**src/rtl/prio_rr_scheduler_pkg.sv**
```systemverilog
// Shared types and constants for the priority / round-robin block scheduler.
// Holds the FSM state encoding and the helper used to size the select output.
package prio_rr_scheduler_pkg;

    localparam int NCH_MAX = 64;

    typedef enum logic [1:0] {
        IDLE  = 2'd0,
        SCAN  = 2'd1,
        GRANT = 2'd2
    } state_e;

    function automatic int clog2(input int n);
        int w;
        w = 0;
        while ((1 << w) < n) w++;
        return w;
    endfunction

endpackage

```
**src/rtl/prio_rr_pick.sv**
```systemverilog
// Find-first requester at or above ptr, wrapping at NCH-1; purely combinational.
// Latency 0; no flow control, result is sampled by the scheduler registers.
module prio_rr_pick #(
    parameter int NCH  = 24,
    parameter int SELW = 5
) (
    input  logic [NCH-1:0]  has_dat,
    input  logic [SELW-1:0] ptr,
    output logic            found,
    output logic [SELW-1:0] pick_idx,
    output logic [NCH-1:0]  pick_oh
);

    logic [NCH-1:0] rot_req;
    logic [NCH-1:0] rot_oh;
    int             first_idx;
    int             abs_idx;

    // Rotate so that bit 0 of rot_req is channel ptr.
    assign rot_req = NCH'({has_dat, has_dat} >> ptr);

    always_comb begin
        found     = 1'b0;
        first_idx = 0;
        for (int i = NCH - 1; i >= 0; i--) begin
            if (rot_req[i]) begin
                found     = 1'b1;
                first_idx = i;
            end
        end
    end

    assign rot_oh  = found ? (NCH'(1) << first_idx) : '0;
    assign pick_oh = NCH'(({rot_oh, rot_oh} << ptr) >> NCH);

    always_comb begin
        abs_idx = first_idx + int'(ptr);
        if (abs_idx >= NCH) abs_idx = abs_idx - NCH;
    end

    assign pick_idx = SELW'(abs_idx);

endmodule

```
**src/rtl/prio_rr_scheduler.sv**
```systemverilog
// Grants one non-empty memory block at a time (fixed or round-robin), held until done.
// Latency 1 clk scan-to-grant; grant held until done, then one bubble cycle before rescanning.
module prio_rr_scheduler
    import prio_rr_scheduler_pkg::*;
#(
    parameter  int NCH     = 24,
    parameter  bit RR_MODE = 1'b1,
    localparam int SELW    = (clog2(NCH) > 1) ? clog2(NCH) : 1
) (
    input  logic            clk,
    input  logic            reset,
    input  logic            start,
    input  logic [NCH-1:0]  has_dat,
    input  logic            done,
    output logic [NCH-1:0]  grant,
    output logic [SELW-1:0] sel,
    output logic            valid,
    output logic            none
);

    if (NCH < 1 || NCH > NCH_MAX) begin : g_nch_check
        $error("prio_rr_scheduler: NCH out of range");
    end

    state_e          state;
    logic [SELW-1:0] ptr;
    logic [SELW-1:0] ptr_next;
    logic            found;
    logic [SELW-1:0] pick_idx;
    logic [NCH-1:0]  pick_oh;

    prio_rr_pick #(
        .NCH  (NCH),
        .SELW (SELW)
    ) u_pick (
        .has_dat  (has_dat),
        .ptr      (ptr),
        .found    (found),
        .pick_idx (pick_idx),
        .pick_oh  (pick_oh)
    );

    assign ptr_next = (sel == SELW'(NCH - 1)) ? '0 : sel + SELW'(1);

    always_ff @(posedge clk) begin
        if (reset) begin
            state <= IDLE;
            ptr   <= '0;
            grant <= '0;
            sel   <= '0;
            valid <= 1'b0;
            none  <= 1'b0;
        end else if (start) begin
            // start outranks done: any pointer advance from done is dropped.
            state <= SCAN;
            ptr   <= '0;
            grant <= '0;
            valid <= 1'b0;
            none  <= 1'b0;
        end else begin
            case (state)
                IDLE: state <= IDLE;
                SCAN: begin
                    if (found) begin
                        grant <= pick_oh;
                        sel   <= pick_idx;
                        valid <= 1'b1;
                        none  <= 1'b0;
                        state <= GRANT;
                    end else begin
                        grant <= '0;
                        valid <= 1'b0;
                        none  <= 1'b1;
                    end
                end
                GRANT: begin
                    if (done) begin
                        grant <= '0;
                        valid <= 1'b0;
                        state <= SCAN;
                        if (RR_MODE) ptr <= ptr_next;
                    end
                end
                default: state <= IDLE;
            endcase
        end
    end

endmodule

```
**config.mk**
```make
export PLATFORM = sky130hd
export DESIGN_NAME = prio_rr_scheduler
export DESIGN_NICKNAME = d
export VERILOG_FILES = /design/src/rtl/prio_rr_scheduler_pkg.sv /design/src/rtl/prio_rr_pick.sv /design/src/rtl/prio_rr_scheduler.sv
export SDC_FILE = /design/constraint.sdc
export NUM_CORES = 1
export LEC_CHECK = 0
export CAP_MARGIN = 0
export CORE_MARGIN = 2
export CORE_UTILIZATION = 45
export DETAILED_ROUTE_END_ITERATION = 8
export GPL_TIMING_DRIVEN = 0
export PLACE_DENSITY = 0.69
export REMOVE_ABC_BUFFERS = 1
export SLEW_MARGIN = 20
export SYNTH_ARGS = -nofsm -noshare
export SYNTH_HDL_FRONTEND = slang
export SYNTH_SLANG_ARGS = --single-unit
```
**constraint.sdc**
```tcl
create_clock -name clk -period 14.73 [get_ports clk]
set_input_delay 4.419 -clock clk [delete_from_list [all_inputs] [get_ports clk]]
set_output_delay 4.419 -clock clk [all_outputs]
set_load 0.01 [all_outputs]
```
==> qor.txt, run 1 <==
initial drt markers = 886
critical path type = primary input to register
Via density = 7.21
sw power = 0.0000973 W
Max Clock Freq = 102 MHz
die width = 120 um
Critical Path Sink Type = register
DR vias = 6,824
Post-synth EDFFs = 0
post-CTS setup buffer count = 0
Slew HR = 25.7%
Cell Area, Synth = 0.00604 mm2
busiest layer in global routing = met2
Peak VDD IR = 42.7 uV
CTS hold repair buffers = 0
Net Sw Frac = 32.6%
clk sinks = 38
Design Power = 0.000299 W
Max Root-Sink Buffers = 2
CP peak stage delay = 940 ps
die area = 0.0144 mm2
number of global-route vias before repair = 6,379
YS warnings = 0
Max stage delay cell, worst path = nor3_1
Cell Chain, Critical Path = clkdlybuf4s50_1, mux2i_1, mux4_2, mux2i_1, mux2i_1, o21ai_0, nor3_1, o21ai_1, inv_1, nand2_1, o32ai_1, a32oi_1, o31ai_1, mux2i_1, a31oi_1
Worst Max-Slew Pin Slew = 1110 ps
Non-Filler Instances = 947
average routed wire per standard cell = 24.3 um
Hold Slack = 454 ps
DRT Pass-1 Iters = 8
Top FF cell, synth = dfxtp_1
CTS tree = built
M2 GR Usage = 51.9%
Clk Latency, worst-skew pair = 290 ps
GR Util All Layers = 31.5%
Fin Setup TNS = 0 ps
leakage = 2.11 nW
Final min period = 9840 ps
sequential share of power = 35.3%
run status = completed
worst min path class = register to register
synthesis-to-finish area growth = 12.8%
cell repeated most along the worst path = mux2i_1
GP Congestion = 1.02
CTS buffer count = 5
Setup-failing EPs final = 0
Congestion Overflow GR = 0
Hold Fails Final Rpt = 0
Syn Area/Cell = 7.96 um2
Unique masters post-synth = 82
Final ANT Viol Nets = 0
Top delay family on crit path = compound AO/OA/AOI/OAI gates
fraction of power consumed by combinational cells = 29.3%
Max Clock Skew = 6.77 ps
async set-reset flop share out of synthesis = 0%
first-pass GRT wire length = 35,900 um
placed cell count = 939
internal power = 0.000201 W
H-tree depth = 2
I/O Pins = 59
clock power share = 35.4%
core area = 0.0132 mm2
Worst EP required = 14,950 ps
cts repair resizes = 0
max_cap viols = 0
post-synthesis sequential area ratio = 12.6%
Worst-path clk slew = 60 ps
DP HPWL = 17,100 um
synthesis-stage register bit count = 38
largest net degree at the start of global routing = 64
WL final = 23,000 um
# DRC = 0
n_diodes = 0
count of input and output buffers = 58
CP bufs+invs = 2
met1 usage = 39.4%
Crit Path Max Fanout = 9
Final Cycle Share = 66.8%
grt met3 use = 3.80%
initial antenna violation count = 0
Critical Path Source Type = primary input
# rows = 42
die height = 120 um
# nets final = 804
P per Cell Area = 43.8 mW/mm2
share of layout cells above drive strength 1 = 12.7%
Worst Path Arrival = 10,060 ps
Final Max Tran Viols = 0
clock root buffer = clkbuf_16
Starting Density = 45.8%
Post-Synthesis Cells = 759
RSZ-0062 raised after global routing = false
## cell usage in the layout (no fill, tap or decap), types with 12 or more instances in the layout
| cell type | n |
|---|---|
| clkdlybuf4s50_1 | 58 |
| o221ai_1 | 15 |
| nor3_1 | 14 |
| a211oi_1 | 12 |
| o22ai_1 | 12 |
| nand2_1 | 69 |
| o21ai_0 | 33 |
| dfxtp_1 | 33 |
| nor2_1 | 66 |
| nand3_1 | 27 |
| a21oi_1 | 39 |
| mux2i_1 | 61 |
| a31oi_1 | 12 |
| mux2_2 | 26 |
| mux4_2 | 32 |
## power groups by stage
stage                     combinational (W)  sequential, W  clock, W
final                             0.0000875       0.000105  0.000106
after global routing              0.0000930       0.000106  0.000109
after CTS                         0.0000852       0.000105  0.000104
after detailed placement          0.0000849       0.000108         0
after global placement            0.0000819       0.000109         0
after floorplan                   0.0000520       0.000108         0
## per-layer routing
layer	part of all wire, %	vias to the layer above	wire [um]
li1	-	3052	-
met1	39	3250	8890
met2	47	417	10800
met3	8.5	105	1950
met4	6.1	0	1390
met5	0	-	0
## through the flow
stage | worst slack (ps) | instance area [um2] | utilization [%]
final | 4890 | 6810 | 51.7
after global routing | 4430 | 6810 | 51.7
after CTS | 5090 | 6810 | 51.7
after detailed placement | 4840 | 6670 | 50.6
after global placement | 4730 | 6550 | 49.6
after floorplan | 6550 | 5750 | -
## worst paths after layout
kind | cells after the start | start | slack, ps | to
worst max-delay path | 15 | has_dat[23] | 4890 | grant[2]
worst min-delay path | 2 | grant[21] | 450 | grant[21]
worst max register to register | 14 | ptr[2] | 8550 | grant[2]
worst min register to register | 2 | grant[21] | 450 | grant[21]
## sequential cells by signal, indices dropped and copies added, names as in the netlist
name,flops
sel,5
state,2
grant,24
none,1
valid,1
ptr,5
## synth_stat cells, types with 5 or more instances
cell type | n | share of area, %
and3_1 | 5 | 0.52
or2_2 | 8 | 0.83
o21a_1 | 6 | 0.75
ha_1 | 5 | 1.0
a21oi_1 | 39 | 3.2
mux4_2 | 32 | 12
nand4_1 | 6 | 0.62
buf_2 | 10 | 0.83
a22oi_1 | 10 | 1.2
mux2i_1 | 61 | 10
clkbuf_1 | 34 | 2.1
or4_1 | 8 | 0.99
o31ai_1 | 5 | 0.62
nand3_1 | 27 | 2.2
a31oi_1 | 12 | 1.2
a211o_1 | 5 | 0.73
a21o_1 | 9 | 1.1
dfxtp_1 | 38 | 13
xnor2_1 | 7 | 1.0
or3_1 | 6 | 0.62
o2bb2ai_1 | 5 | 0.73
nor2b_1 | 7 | 0.73
o211ai_1 | 10 | 1.2
a21boi_0 | 5 | 0.62
a221o_1 | 8 | 1.3
buf_1 | 7 | 0.44
nand2_1 | 69 | 4.3
nor3_1 | 15 | 1.2
o21ai_0 | 33 | 2.7
and2_1 | 11 | 1.1
o22ai_1 | 12 | 1.2
o221ai_1 | 15 | 2.2
a211oi_1 | 12 | 1.5
a32oi_1 | 11 | 1.6
inv_1 | 11 | 0.68
nor2_1 | 66 | 4.1
nand2b_1 | 11 | 1.1
o32ai_1 | 8 | 1.2
a221oi_1 | 7 | 1.0
mux2_2 | 26 | 4.8
## worst min-delay path, delay by kind of cell (launching register included)
kind | cells | cell delay [ps]
DFF | 1 | 320
and+or+nand+nor | 2 | 100
## cells by family after synthesis
| group | Yosys count | share of synthesized area, % |
|---|---|---|
| AO/OA/AOI/OAI | 259 | 31.4 |
| AND/OR/NAND/NOR | 253 | 20.2 |
| multiplexers | 121 | 27.3 |
| buffers and inverters | 72 | 5.64 |
| flip-flops | 38 | 12.6 |
| XOR/XNOR | 8 | 1.16 |
| adder cells (fa/ha/maj) | 8 | 1.70 |
## final cells by class
type | instances | area [um2]
Clock inverter | 3 | 16.3
Fill cell | 1269 | 6380
Multi-Input combinational cell | 649 | 4950
Tap cell | 176 | 220
Inverter | 13 | 48.8
Timing Repair Buffer | 63 | 683
Clock buffer | 5 | 125
Sequential cell | 38 | 774
Power figures use the tool's default switching activity.
==> inputs of run 2 (changes only) <==
--- a/config.mk
+++ b/config.mk
@@ -10,7 +10,7 @@
 export CORE_UTILIZATION = 45
 export DETAILED_ROUTE_END_ITERATION = 8
 export GPL_TIMING_DRIVEN = 0
-export PLACE_DENSITY = 0.69
+export PLACE_DENSITY = 0.72
 export REMOVE_ABC_BUFFERS = 1
 export SLEW_MARGIN = 20
 export SYNTH_ARGS = -nofsm -noshare
==> constraint.sdc (replaced) <==
create_clock -name clk -period 7.95 [get_ports clk]
set_input_delay 2.385 -clock clk [delete_from_list [all_inputs] [get_ports clk]]
set_output_delay 2.385 -clock clk [all_outputs]
set_load 0.01 [all_outputs]
==> run 2 against run 1 <==
Against the previous run: clock skew shrank 1.4 ps; sequential cell count is the same; global-route usage shrank 0.14 points; wire length shrank 0.46%; critical path depth is the same; critical path type unchanged.
==> qor.txt, run 2 (synthesis results as in run 1) <==
CTS hold repair buffers = 0
Hold Crit Start = grant[21]
Slew HR = 26.7%
synthesis-to-finish area growth = 13.0%
Congestion Overflow GR = 0
Fill cells = 1,272
DR vias = 6,931
# DRC = 0
Final Max Tran Viols = 0
r2r startpoint = ptr[2]
average routed wire per standard cell = 24.2 um
Final ANT Viol Nets = 0
Worst R2R End = grant[2]
share of layout cells above drive strength 1 = 12.7%
Max stage delay cell, worst path = nor3_2
die height = 120 um
first-pass GRT wire length = 35,600 um
die area = 0.0144 mm2
worst min path class = register to register
count of input and output buffers = 58
Worst Max-Slew Pin Slew = 1100 ps
DRT Pass-1 Iters = 6
cell repeated most along the worst path = mux2i_1
Hold Fails Final Rpt = 0
# rows = 42
CTS tree = built
Clk Latency, worst-skew pair = 290 ps
initial drt markers = 920
clock root buffer = clkbuf_16
Peak VDD IR = 74.5 uV
Max Clock Freq = 128 MHz
n_diodes = 0
CP bufs+invs = 2
number of global-route vias before repair = 6,437
Final min period = 7790 ps
Top delay family on crit path = compound AO/OA/AOI/OAI gates
run status = completed
GP Congestion = 0.987
max_cap viols = 0
Critical Path Source Type = primary input
Crit Path Max Fanout = 9
commonest non-fill, non-tap cell in the layout = nand2_1
Starting Density = 45.8%
placed cell count = 939
CP peak stage delay = 740 ps
GR Util All Layers = 31.4%
hold endpoint = grant[21]
Max Clock Skew = 5.35 ps
WL final = 22,900 um
die width = 120 um
post-CTS setup buffer count = 0
clk sinks = 38
Via density = 7.32
Cell Chain, Critical Path = clkdlybuf4s50_1, mux2i_1, mux4_2, mux2i_1, mux2i_1, o21ai_0, nor3_2, o21ai_1, inv_1, nand2_1, o32ai_1, a32oi_1, o31ai_1, mux2i_1, a31oi_1
cts repair resizes = 0
leakage = 2.11 nW
Critical Path Sink Type = register
I/O Pins = 59
Final Cycle Share = 98.0%
Largest Register = grant
DP HPWL = 17,000 um
Worst Reg-to-Reg Cells = 14
Top Registers = grant (24), ptr (5), sel (5)
P per Cell Area = 81.2 mW/mm2
most frequent cells in the layout = nand2_1, nor2_1, mux2i_1
max FFs per register = 24
Setup-failing EPs final = 0
final worst slack = 160 ps
initial antenna violation count = 0
# nets final = 804
Worst Path Arrival = 8000 ps
critical path type = primary input to register
Non-Filler Instances = 947
H-tree depth = 2
reg2reg setup slack = 1950 ps
core area = 0.0132 mm2
DP Worst Slack = -200 ps
Worst EP required = 8160 ps
largest net degree at the start of global routing = 64
CTS buffer count = 5
Worst-path clk slew = 60 ps
Max Root-Sink Buffers = 2
RSZ-0062 raised after global routing = false
WHS Path Cells = 2
[run 2: cell types whose count changed in the layout (fill, tap and decap cells not counted)]
cell	previous run	this run
buf_12	2	1
buf_16	2	3
clkinv_1	2	1
inv_1	9	10
nor2b_1	6	7
nor2b_2	1	0
nor3_1	14	13
nor3_2	1	2
[run 2: area by class of cell]
type / instances / area (um2) / share of cell area [%]
Multi-Input combinational cell: 649 / 4950 / 72.5
Clock buffer: 5 / 125 / 1.83
Sequential cell: 38 / 774 / 11.3
Clock inverter: 3 / 16.3 / 0.238
Tap cell: 176 / 220 / 3.23
Timing Repair Buffer: 63 / 691 / 10.1
Inverter: 13 / 48.8 / 0.715
[run 2: worst register-to-register path, cell delays in order, from the launching register on]
cell	delay (ps)
dfxtp_4	480
buf_16	280
inv_1	880
mux4_2	700
o211ai_1	340
a221oi_1	170
o21a_1	230
a211o_1	270
a21oi_2	440
inv_1	200
nor4_1	730
nor2_1	270
o31ai_1	420
mux2i_1	280
a31oi_1	230
[run 2: metrics by stage]
stage | TNS (ps) | utilization [%] | power [W] | hold WS (ps) | instance area [um2]
after detailed placement | -1420 | 50.6 | 0.000357 | 442 | 6680
after CTS | 0 | 51.7 | 0.000550 | 455 | 6820
final | 0 | 51.7 | 0.000554 | 455 | 6820
after floorplan | 0 | - | 0.000297 | 464 | 5750
after global routing | 0 | 51.7 | 0.000579 | 482 | 6820
after global placement | -33010 | 49.6 | 0.000353 | 448 | 6550
[run 2: report_power, final]
part / switching [W] / leakage, nW / internal (W)
clock network: 0.0000800 / 0.0672 / 0.000114
registers: 0.00000387 / 0.310 / 0.000191
logic: 0.0000970 / 1.74 / 0.0000672
[run 2: how the worst max path moves through the flow]
stage | startpoint | endpoint | depth (start not counted)
detailed placement | has_dat[23] | grant[18] | 15
global route | has_dat[23] | grant[2] | 15
finish | has_dat[23] | grant[2] | 15
floorplan | ptr[2] | sel[3] | 14
CTS | has_dat[23] | grant[18] | 15
global placement | ptr[2] | grant[18] | 14
[run 2: layer usage]
layer	vias up	wire length (um)	global-route usage (%)
met5	-	0	0
met4	0	939	12.1
met3	78	2460	8.32
met2	453	10200	49.4
met1	3346	9280	41.1
li1	3054	-	-
